**src/rtl/CPU_package.sv**
```systemverilog
// Shared CPU types: datapath width, ALU opcodes and the arith_arbiter FSM encoding.
package CPU_package;

  localparam int unsigned DATA_WIDTH = 8;

  typedef enum logic [3:0] {
    ALU_OP_ADD,
    ALU_OP_SUB,
    ALU_OP_INC,
    ALU_OP_DEC,
    ALU_OP_MUL,
    ALU_OP_DIV,
    ALU_OP_AND,
    ALU_OP_OR,
    ALU_OP_XOR,
    ALU_OP_SHL,
    ALU_OP_SHR
  } enum_alu_opcode_t;

  typedef enum logic [1:0] {
    ARB_IDLE,
    ARB_ISSUE,
    ARB_RESP
  } enum_arb_state_t;

  // Returned together with ALU_OP_DIV, this flag pair marks a divide by zero.
  localparam logic [1:0] ARB_FLAG_DIV0 = 2'b11;

endpackage

```
**src/rtl/rr_arbiter_2.sv**
```systemverilog
// Combinational two-way round-robin grant; on a tie the requester that did not win last time wins.
module rr_arbiter_2 (
  input  logic valid0,
  input  logic valid1,
  input  logic last_grant,
  output logic grant0,
  output logic grant1
);

  always_comb begin
    grant0 = valid0 & (~valid1 | last_grant);
    grant1 = valid1 & (~valid0 | ~last_grant);
  end

endmodule

```
**src/rtl/arith_arbiter.sv**
```systemverilog
// Two-requester round-robin sequencer for the shared combinational Arith unit:
// register operands, capture the result one cycle later, return it to the owner.
module arith_arbiter
  import CPU_package::*;
#(
  parameter int unsigned DATA_WIDTH = CPU_package::DATA_WIDTH
) (
  input  logic                  clk,
  input  logic                  rst_n,

  input  logic                  req0_valid,
  output logic                  req0_ready,
  input  logic [DATA_WIDTH-1:0] req0_a,
  input  logic [DATA_WIDTH-1:0] req0_b,
  input  logic                  req0_carry,
  input  enum_alu_opcode_t      req0_opcode,

  input  logic                  req1_valid,
  output logic                  req1_ready,
  input  logic [DATA_WIDTH-1:0] req1_a,
  input  logic [DATA_WIDTH-1:0] req1_b,
  input  logic                  req1_carry,
  input  enum_alu_opcode_t      req1_opcode,

  output logic                  resp0_valid,
  input  logic                  resp0_ready,
  output logic                  resp1_valid,
  input  logic                  resp1_ready,
  output logic [DATA_WIDTH-1:0] resp_out,
  output logic [1:0]            resp_flag,

  output logic [DATA_WIDTH-1:0] alu_in_a,
  output logic [DATA_WIDTH-1:0] alu_in_b,
  output logic                  alu_carry,
  output enum_alu_opcode_t      alu_opcode,
  input  logic [DATA_WIDTH-1:0] alu_out,
  input  logic [1:0]            alu_flag,

  output logic                  busy
);

  enum_arb_state_t         state_q, state_d;
  logic                    last_grant_q;
  logic                    owner_q;
  logic                    div0_q;
  logic [DATA_WIDTH+1:0]   result_q;

  logic                    grant0, grant1;
  logic                    accept0, accept1, accept;
  logic                    resp_done;

  rr_arbiter_2 u_rr (
    .valid0     (req0_valid),
    .valid1     (req1_valid),
    .last_grant (last_grant_q),
    .grant0     (grant0),
    .grant1     (grant1)
  );

  assign accept0   = req0_valid & req0_ready;
  assign accept1   = req1_valid & req1_ready;
  assign accept    = accept0 | accept1;
  assign resp_done = owner_q ? resp1_ready : resp0_ready;

  // FSM: state register
  always_ff @(posedge clk or negedge rst_n) begin
    if (!rst_n) begin
      state_q <= ARB_IDLE;
    end else begin
      state_q <= state_d;
    end
  end

  // FSM: next state
  always_comb begin
    state_d = state_q;
    unique case (state_q)
      ARB_IDLE:  if (accept) state_d = ARB_ISSUE;
      ARB_ISSUE: state_d = ARB_RESP;
      ARB_RESP:  if (resp_done) state_d = ARB_IDLE;
      default:   state_d = ARB_IDLE;
    endcase
  end

  // FSM: outputs. Ready is also gated by rst_n so it stays low while reset is held.
  always_comb begin
    req0_ready  = 1'b0;
    req1_ready  = 1'b0;
    resp0_valid = 1'b0;
    resp1_valid = 1'b0;
    busy        = 1'b1;
    unique case (state_q)
      ARB_IDLE: begin
        req0_ready = grant0 & rst_n;
        req1_ready = grant1 & rst_n;
        busy       = 1'b0;
      end
      ARB_ISSUE: ;
      ARB_RESP: begin
        resp0_valid = ~owner_q;
        resp1_valid = owner_q;
      end
      default: busy = 1'b0;
    endcase
  end

  // Request capture onto the Arith inputs
  always_ff @(posedge clk or negedge rst_n) begin
    if (!rst_n) begin
      alu_in_a     <= '0;
      alu_in_b     <= '0;
      alu_carry    <= 1'b0;
      alu_opcode   <= ALU_OP_ADD;
      owner_q      <= 1'b0;
      last_grant_q <= 1'b1;
      div0_q       <= 1'b0;
    end else if (accept) begin
      owner_q      <= accept1;
      last_grant_q <= accept1;
      if (accept1) begin
        alu_in_a   <= req1_a;
        alu_in_b   <= req1_b;
        alu_carry  <= req1_carry;
        alu_opcode <= req1_opcode;
        div0_q     <= (req1_opcode == ALU_OP_DIV) && (req1_b == '0);
      end else begin
        alu_in_a   <= req0_a;
        alu_in_b   <= req0_b;
        alu_carry  <= req0_carry;
        alu_opcode <= req0_opcode;
        div0_q     <= (req0_opcode == ALU_OP_DIV) && (req0_b == '0);
      end
    end
  end

  // Result capture at the end of ISSUE; divide by zero overrides whatever Arith produced.
  always_ff @(posedge clk or negedge rst_n) begin
    if (!rst_n) begin
      result_q <= '0;
    end else if (state_q == ARB_ISSUE) begin
      result_q <= div0_q ? {ARB_FLAG_DIV0, {DATA_WIDTH{1'b0}}} : {alu_flag, alu_out};
    end
  end

  assign resp_out  = result_q[DATA_WIDTH-1:0];
  assign resp_flag = result_q[DATA_WIDTH+:2];

endmodule

```
**config.mk**
```make
export PLATFORM = sky130hd
export DESIGN_NAME = arith_arbiter
export DESIGN_NICKNAME = d
export VERILOG_FILES = /design/src/rtl/CPU_package.sv /design/src/rtl/rr_arbiter_2.sv /design/src/rtl/arith_arbiter.sv
export SDC_FILE = /design/constraint.sdc
export NUM_CORES = 1
export LEC_CHECK = 0
export ABC_AREA = 0
export CAP_MARGIN = 20
export CELL_PAD_IN_SITES_DETAIL_PLACEMENT = 1
export CELL_PAD_IN_SITES_GLOBAL_PLACEMENT = 2
export CORE_ASPECT_RATIO = 1.25
export CORE_MARGIN = 5
export CORE_UTILIZATION = 20
export CTS_CLUSTER_DIAMETER = 50
export DETAILED_ROUTE_END_ITERATION = 12
export PLACE_DENSITY_LB_ADDON = 0.2
export RECOVER_POWER = 25
export SYNTH_ARGS = -nofsm -noshare
export SYNTH_HDL_FRONTEND = slang
export SYNTH_SLANG_ARGS = --single-unit
```
**constraint.sdc**
```tcl
create_clock -name clk -period 1.53 [get_ports clk]
set_input_delay 0.153 -clock clk [delete_from_list [all_inputs] [get_ports clk]]
set_output_delay 0.153 -clock clk [all_outputs]
set_load 0.02 [all_outputs]
```
## Yosys cells after proc, flatten, opt, wreduce, memory -nomap -nowiden

Cells that the tools add are included.

- Equal/unequal tests: 6
- Bitwise logic cells: 13
- Reductions and logical operators: 7
- Mux-type cells: 15

Operators with widths:

| operator | count |
|---|---|
| zero test 8 bit | 2 |
| two-way mux 8 bit | 2 |
| two-way mux 10 bit | 1 |
| == test 4 x 3 -> 1 bit, second input constant | 2 |
| two-way mux 1 bit | 8 |
| bitwise AND 1 bit | 6 |
| case mux 2 bit (3 select lines) | 1 |
| two-way mux 2 bit | 2 |
| two-way mux 4 bit | 1 |
| inequality test 2 bit, second input constant | 2 |
| NOT 1 bit | 4 |
| bitwise OR 1 bit | 3 |
| == test 2 x 1 -> 1 bit, second input constant | 1 |
| == test 2 bit, second input constant | 1 |
| logical AND 1 bit | 2 |
| zero test 2 bit | 1 |
| AND reduction 2 bit | 1 |
| OR reduction 2 bit | 1 |

- Register bits after elaboration: 36
- Output and inout bits: 36
- Logic and storage cells: 50
- Input port bits: 58

## Longest topological paths before layout

Gate-level depths: netlist of the first run.

- Depth in word-level cells: 9
- Gate-level depth with buffers: 8
- Depth with buffers taken out: 6

## By module

A second synthesis of the first run with hierarchy kept.

- Cells, all modules: 178
- Area total of the unflattened synthesis: 1820.5 µm²

By module, submodules not included:

| module | area an instance (µm²) | cells an instance | sequential area each (µm²) | times used |
|---|---|---|---|---|
| arith_arbiter | 1801.7 | 175 | 902.1 | 1 |
| rr_arbiter_2 | 18.8 | 3 | 0.0 | 1 |

## Worst setup path after synthesis of the first run

OpenSTA, ideal clock, no wires.

- Path type: register to register
- Start: register state_q[0]
- End: register state_q[1]
- Library setup time: 0.125 ns
- Required time: 1.405 ns
- Cell stages (with the launch flop): 8
- Path slack: -0.036 ns
- Period minus slack after synthesis: 1.566 ns
- Buffers on the path: 1
- Arrival time: 1.441 ns
- Cells stage by stage: dfrtp_1 > inv_1 > ha_1 > and2_1 > buf_6 > o21ai_4 > a21oi_1 > mux2_2

- Cells in the longest elaborated chain, start to end: 6
- Elaborated cells between the ends (all ways): 12
- Classes of those cells: eq/ne: 4; mux: 3; bitwise: 3; reduce/logical: 2

Ends and longest elaborated chain:

| element | line | text |
|---|---|---|
| start: declaration | arith_arbiter.sv:42 | `enum_arb_state_t state_q, state_d;` |
| start signal: assignment | arith_arbiter.sv:70 | `state_q <= state_d;` |
| zero test 2 bit | arith_arbiter.sv:77, arith_arbiter.sv:92 |  |
| two-way mux 1 bit | arith_arbiter.sv:92 | `unique case (state_q)` |
| bitwise AND 1 bit, on equally long branches | arith_arbiter.sv:60, arith_arbiter.sv:61 |  |
| bitwise OR 1 bit | arith_arbiter.sv:62 | `assign accept = accept0 \| accept1;` |
| inequality test 2 bit (no line) | -- |  |
| AND reduction 2 bit (no line) | -- |  |

Several ways; a longest one is shown, not always the timed one.
A chain may end at the register's enable or synchronous reset.

## Final worst setup path of the first run

- Start: register state_q[1]
- End: register state_q[0]

- Elaborated cells between the ends (all ways): 12
- Classes of those cells: eq/ne: 4; mux: 3; bitwise: 3; reduce/logical: 2

RTL lines:

| element | line | text |
|---|---|---|
| == test 2 bit (tied with other cells) | arith_arbiter.sv:77 | `unique case (state_q)` |
| case mux 2 bit (3 select lines) (*) | arith_arbiter.sv:77 |  |
| named net state_d[0] | arith_arbiter.sv:42 |  |

Mark *: on every way through the listed nets, which the timed path passes. The rest lies on a longest branch.

==> metrics.md, run 1 <==
| Metric | Value |
|---|---|
| Status | finished with violations |
| Failing checks | negative setup slack |
| Fin cells | 415 |
| # DRC | 0 |
| Reg2reg setup slack | -0.08 ns |
| Commonest non-fill, non-tap cell in the layout | clkdlybuf4s50_1 |
| All-Layer GR Usage | 12.4% |
| RSZ-0062 raised after global routing | true |
| Hold Path Sink | result_q[8]$_DFFE_PN0N_ |
| Xor/xnor share of the synthesized area | 0% |
| Post-synthesis adder-cell area fraction | 2.81% |
| Cell count after synthesis | 166 |
| Proportion of layout cells with a drive suffix above 1 | 31.5% |
| Routed Wire Length | 6690 um |
| # fillers | 961 |
| Final setup fails | 21 |
| Hold crit path type | in -> reg |
| Worst Hold Launch | alu_flag[0] |
| Leading area contributor after synthesis | dfrtp_1 |
| Post-Syn Area | 0.00178 sq mm |
| Die X | 94.4 um |
| First-pass GRT wire length | 10400 um |
| CTS Buffer Depth | 2 |
| Layout area overhead | 95.9% |
| Yosys reg bits | 36 |
| R2r startpoint | state_q[1]$_DFFE_PN0P_ |
| RD Place Congestion | 0.680 |
| PwrDens | 1740 mW/mm^2 |
| DRT antenna net count | 0 |
| Drt wl/cell | 16.1 um |
| Maxcap violations | 0 |
| Number of cells on the worst reg-to-reg path | 10 |
| End of the worst register-to-register path | state_q[0]$_DFFE_PN0P_ |
| Largest net degree at the start of global routing | 37 |
| Post-synthesis net count | 228 |
| Fmax | 0.619 GHz |
| Syn Area/Cell | 10.7 sq um |
| Clock buffers created by TritonCTS | 5 |
| Synth Area in Simple Gates | 14.8% |
| IO buf count | 93 |
| Compound-gate portion of the synthesized area | 13.9% |
| Slew margin rel. | 43.6% |
| Type of the worst setup path | reg -> reg |
| Die area | 0.0109 sq mm |
| Arrival time at the worst endpoint | 1.79 ns |
| Leakage | 1.56 nW |
| Core box area | 0.00870 sq mm |
| H-tree depth | 2 |
| Num rows | 38 |
| Hold Path Stages | 3 |
| Number of diodes | 0 |
| Critical Path RT | 1.71 ns |
| Warnings from Yosys | 0 |
| Main combinational cell family by area after synthesis | simple AND/OR/NAND/NOR gates |
| Crit. End Element | flop |
| VDD IR max | 0.000607 V |
| Seq/Total Area, Yosys | 50.7% |
| Placed Instances | 387 |
| Count of pins over their slew limit | 0 |
| Final period util | 106% |
| Slack of the critical path | -0.0843 ns |
| Vias | 1731 |
| Chip height | 115 um |
| Period minus WS final | 1.61 ns |
| Max Fanout on Critical Path | 4 |
| Initial antenna violation count | 0 |
| Min Hold Slack | 0.453 ns |
| Final hold viol count | 0 |
| CTS root buffer | clkbuf_8 |
| Vias/cell | 4.17 |
| Mux cell area share after synthesis | 13.0% |
| 1st-iter DRT viols | 43 |
| Vias in the first global route | 1853 |
| Effective utilization at floorplan | 20.4% |
| Most frequent cells in the layout | clkdlybuf4s50_1, dfrtp_1, nand2_1 |
| HPWL after DPL | 4530 um |
| DR pass1 iterations | 4 |
| Final net count | 356 |
| Element type at the critical path start | flop |
| Top cells by area, synth | dfrtp_1, mux2i_1, o21ai_1 |
| Worst-margin pin slew | 0.846 ns |
| Worst skew pair latency | 0.29 ns |
| Distinct cells, synth | 30 |
| CTS tree | yes |
| Reg clk slew, reported paths | 0.09 ns |
| IO Count | 94 |
| Final Skew | 0.00974 ns |
| CTS Sinks | 36 |
| Congestion Overflow GR | 0 |
| Post-synth top area share | 49.2% |
## worst max-delay path by stage
stage / from / to / cells past startpoint
after floorplan: state_q[0]$_DFFE_PN0P_ / state_q[1]$_DFFE_PN0P_ / 7
after global placement: state_q[0]$_DFFE_PN0P_ / req1_ready / 6
after detailed placement: state_q[0]$_DFFE_PN0P_ / req1_ready / 6
after CTS: state_q[0]$_DFFE_PN0P_ / state_q[1]$_DFFE_PN0P_ / 8
after global routing: state_q[0]$_DFFE_PN0P_ / div0_q$_DFFE_PN0P_ / 9
final: state_q[1]$_DFFE_PN0P_ / state_q[0]$_DFFE_PN0P_ / 10
## through the flow
step	setup TNS [ns]	setup WS, ns	instance area, sq um	power [W]	utilization (%)
CTS	-1.47	-0.114	3360	0.00595	38.6
finish	-0.674	-0.0843	3490	0.00608	40.1
detailed placement	-2.10	-0.186	2950	0.00468	34.0
floorplan	-0.00274	-0.00274	1800	0.00320	-
global route	-2.39	-0.157	3490	0.00648	40.1
global placement	-1.41	-0.157	2950	0.00464	34.0
## Yosys cell counts (all sizes together)
library cell / instances
dfrtp: 35
nand2: 24
mux2i: 22
o21ai: 22
nor2b: 9
a31o: 8
buf: 7
nor2: 5
a21oi: 4
ha: 4
inv: 4
nor4: 4
and2: 3
nand3: 3
a31oi: 2
clkbuf: 2
nor4bb: 2
a221oi: 1
clkinv: 1
dfstp: 1
mux2: 1
nand2b: 1
o22a: 1
## layer usage
| metal | routed length [um] | part of all wire [%] | global-route usage, % |
|---|---|---|---|
| met1 | 2950 | 44 | 15.3 |
| met2 | 3030 | 45 | 20.2 |
| met3 | 647 | 9.7 | 5.45 |
| met4 | 60 | 0.90 | 2.60 |
| met5 | 0 | 0 | 0 |
## worst max-delay path, cell delays in order (launching register included)
cell     delay, ns
dfrtp_1       0.37
inv_2         0.06
ha_4          0.15
and2_4        0.13
buf_6         0.11
buf_6         0.12
buf_6         0.11
o21ai_4       0.10
buf_4         0.15
nor2_1        0.04
o22a_1        0.15
## what timing repair did
| item | in CTS | in global routing |
|---|---|---|
| cloned | 7 | 0 |
| resized for setup | 46 | 33 |
| endpoints found under the setup margin | 22 | 28 |
| pin swaps | 8 | 9 |
| hold endpoints to repair | 35 | 0 |
| setup buffers | 8 | 7 |
| hold buffers | 1 | 0 |
## cell families (layout without fill, tap and decap cells)
kind of cell	count (synthesis)	after routing
multiplexers	23	23
flip-flops	36	36
AND/OR/NAND/NOR	51	51
AO/OA/AOI/OAI	38	39
buffers and inverters	14	142
adder cells (fa/ha/maj)	4	4
## power breakdown
group	leakage [nW]	internal (W)	switching [W]
sequential	0.444	0.00141	0.000280
clock	0.0510	0.000360	0.000368
combinational	1.07	0.00199	0.00167
total	1.56	0.00376	0.00231
## final cells by class
class	count	area, sq um	area share [%]
multi-input combinational	117	957	27.5
inverter	5	18.8	0.538
clock buffer	6	82.6	2.37
timing repair buffer	129	1370	39.2
sequential	36	902	25.9
tap	120	150	4.31
clock inverter	2	10.0	0.287
## flip-flops by register name, indices dropped and copies added (netlist names)
signal and count:
result_q 10, alu_in_a 8, alu_in_b 8, alu_opcode 4, state_q 2, alu_carry 1
div0_q 1, last_grant_q 1, owner_q 1
Note: power is estimated with default switching activity, not from simulation.
==> inputs of run 2 (changes only) <==
Settings changed: GPL_ROUTABILITY_DRIVEN set to 0.
==> results of run 2 <==
Same layout as run 1: the final DEF is identical, and so are final timing and power.
